`src/rtl/crc_pkg.sv`:
```
// Shared CRC-8 definitions for the frame checker and the transmit-side generator.
// Holds widths, polynomial/seed defaults, the checker state type and a bit-step helper.
package crc_pkg;

  localparam int         CRC_W     = 8;
  localparam logic [7:0] CRC8_POLY = 8'h07;
  localparam logic [7:0] CRC8_INIT = 8'h00;

  typedef enum logic {COLLECT, DONE} state_t;

  // One MSB-first LFSR step: feedback is the outgoing MSB xored with the incoming bit.
  function automatic logic [CRC_W-1:0] crc8_next_bit(input logic [CRC_W-1:0] crc,
                                                     input logic             b,
                                                     input logic [CRC_W-1:0] poly);
    logic fb;
    fb = crc[CRC_W-1] ^ b;
    return {crc[CRC_W-2:0], 1'b0} ^ (fb ? poly : '0);
  endfunction

endpackage

```
`src/rtl/crc8_update.sv`:
```
// Combinational CRC-8 byte update, MSB first, no reflection.
// Also instantiated by the transmit-side generator, so keep it free of state.
module crc8_update
  import crc_pkg::*;
#(
  parameter logic [7:0] POLY = CRC8_POLY
) (
  input  logic [7:0] crc_in,
  input  logic [7:0] byte_in,
  output logic [7:0] crc_out
);

  logic [7:0] c;

  always_comb begin
    c = crc_in;
    for (int i = 7; i >= 0; i--) begin
      c = crc8_next_bit(c, byte_in[i], POLY);
    end
    crc_out = c;
  end

endmodule

```
`config.mk`:
```
export PLATFORM = sky130hd
export DESIGN_NAME = crc8_update
export DESIGN_NICKNAME = d
export VERILOG_FILES = /design/src/rtl/crc_pkg.sv /design/src/rtl/crc8_update.sv
export SDC_FILE = /design/constraint.sdc
export NUM_CORES = 1
export LEC_CHECK = 0
export ABC_AREA = 1
export CAP_MARGIN = 30
export CORE_AREA = 10 10 47 49
export DETAILED_ROUTE_END_ITERATION = 8
export DIE_AREA = 0 0 57 59
export GPL_TIMING_DRIVEN = 0
export SLEW_MARGIN = 20
export SYNTH_ARGS = -nofsm -noshare
export SYNTH_HDL_FRONTEND = slang
export SYNTH_SLANG_ARGS = --single-unit
```
`constraint.sdc`:
```
create_clock -name vclk -period 0.8
set_input_delay 0.08 -clock vclk [all_inputs]
set_output_delay 0.08 -clock vclk [all_outputs]
set_load 0.05 [all_outputs]
```
==> results_dict.tcl <==
set metrics [dict create \
    status "complete, but fails checks" \
    violations "setup timing" \
    critPathKind "primary input to primary output" \
    synth_top_area_share_pct 46.6 \
    critPathMaxStageDelay_ns 0.14 \
    post-route-util_pct 86.3 \
    slew_headroom_pct 83.7 \
    fin_crit_sh_pct 134 \
    seq_cells 0 \
    rsz0062_at_grt "true" \
    drv_slew 0 \
    crit_top_cell "nand2_4" \
    diodes 0 \
    grt_start_max_net_pins 6 \
    peakVddDrop_mv 0.999 \
    critPathMaxFanout 5 \
    synth_cell_types 8 \
    syn_inst 69 \
    antenna_found_initial 0 \
    arrival_ns 0.99 \
    initial_core_util_pct 23.6 \
    die_w_um 57 \
    netlist_area_um2 330 \
    hold_viol_final 0 \
    final_common_cell "nand2_4" \
    grt_pass1_vias 579 \
    io_buffers 24 \
    final_cell_mix "nand2_4 (22), nand2_2 (14), buf_6 (12)" \
    holdPathStages 5 \
    avgRoutedWirePerCell_um 12.3 \
    start_kind "primary input" \
    slowest_stage "buf_8" \
    die-area_um2 3360 \
    place_inst 109 \
    required_ns 0.72 \
    p_leak_nw 0.596 \
    crit_path_end_kind "primary output" \
    ios 24 \
    num_vias 503 \
    min_period_ns 1.07 \
    yosysWarningCount 0 \
    gr-total-overflow 0 \
    yosysTopAreaCell "nand2_1" \
    power_density_nw_per_um2 1350 \
    synth_nets 85 \
    num-clock-buffers 0 \
    seq_area_um2 0 \
    fmax_ghz 0.934 \
    gr-usage-all-layers_pct 7.86 \
    setup_violations 8 \
    tightest_slew_ns 0.245 \
    synth_area_per_cell_um2 4.79 \
    die_y_um 59 \
    stdcell_area_um2 1210 \
    route.detailed.drc 0 \
    rows 14 \
    cap_violations 0 \
    hpwl_um 964 \
    hp-class "primary input to primary output" \
    finalNonFillerCells 117 \
    drive_above_1_share_pct 95.0 \
    synth-seq-area-share_pct 0 \
    synthTopCellsByArea "nand2_1 (47%), inv_1 (15%), xnor2_1 (13%)" \
    drt_pass1_iterations 1 \
    initialDrtViolationCount 0 \
    drtAntennaViolNets 0 \
    drt-total-wl_um 1440 \
    setup_slack_ns -0.270 \
    vias_per_cell 4.30 \
    num-fill-cells 72 \
    placed_cell_area_um2 825 \
    syn_to_final_growth_pct 266 \
    grt_pass1_wl_um 2360 \
    path_cells "buf_6, inv_2, nand2_2, nand2_4, inv_2, nand2_4, nand2_4, nand2_2, nand2_2, nand2_4, nand2_8, buf_8" \
    fp.coreArea_um2 1400 \
    gp_congestion 0.662 \
    place_ws_ns -1.62 \
    nets 119 \
]
-- final timing paths --
| kind | startpoint | slack (ns) | to |
|---|---|---|---|
| worst max-delay path | byte_in[1] | -0.27 | crc_out[2] |
| worst min-delay path | crc_in[2] | 0.62 | crc_out[4] |
-- Yosys cell counts (all sizes together) --
cell	number
xor2	3
nand3	3
xnor2	7
nand2	42
inv	14
-- where the power goes --
part,leakage [nW],switching [mW],internal (mW)
registers,0,0,0
clock network,0,0,0
logic,0.596,0.905,0.728
-- worst max-delay path: cells and delay by family --
kind,cells,cell delay (ns)
buffers and inverters,4,0.32
and+or+nand+nor,8,0.59
-- metal layers --
layer | track usage (%) | part of all wire [%] | routed length, um
met5 | 0 | 0 | 0
met4 | 0 | 0 | 0
met3 | 1.50 | 5.1 | 73
met2 | 16.3 | 63 | 909
met1 | 8.31 | 32 | 458
-- kinds of logic after synthesis --
group                  synth area share, %
buffers and inverters                 15.9
AND/OR/NAND/NOR                       53.0
XOR/XNOR                              31.1
-- cell type report --
class              instances  area, um^2  area share, %
multi-input cells         55         697           57.6
repair buffers            32         403           33.3
inverters                 14        90.1           7.45
well taps                 16        20.0           1.65
-- repair_timing --
item                       in CTS  in global routing
hold buffers                    0                  0
setup buffers                   7                  1
hold endpoints to repair        0                  0
pin swaps                      34                 24
setup endpoints to repair       8                  8
gates resized for setup       177                 47
-- through the flow --
step / setup TNS [ns] / power, mW / hold slack (ns)
5_1_grt: -2.17 / 1.72 / 0.648
4_1_cts: -1.82 / 1.47 / 0.631
3_3_place_gp: -11.42 / 1.19 / 1.65
3_5_place_dp: -11.52 / 1.20 / 1.66
2_1_floorplan: -0.475 / 0.872 / 0.415
6_report: -1.76 / 1.63 / 0.624
Power figures use the tool's default switching activity.
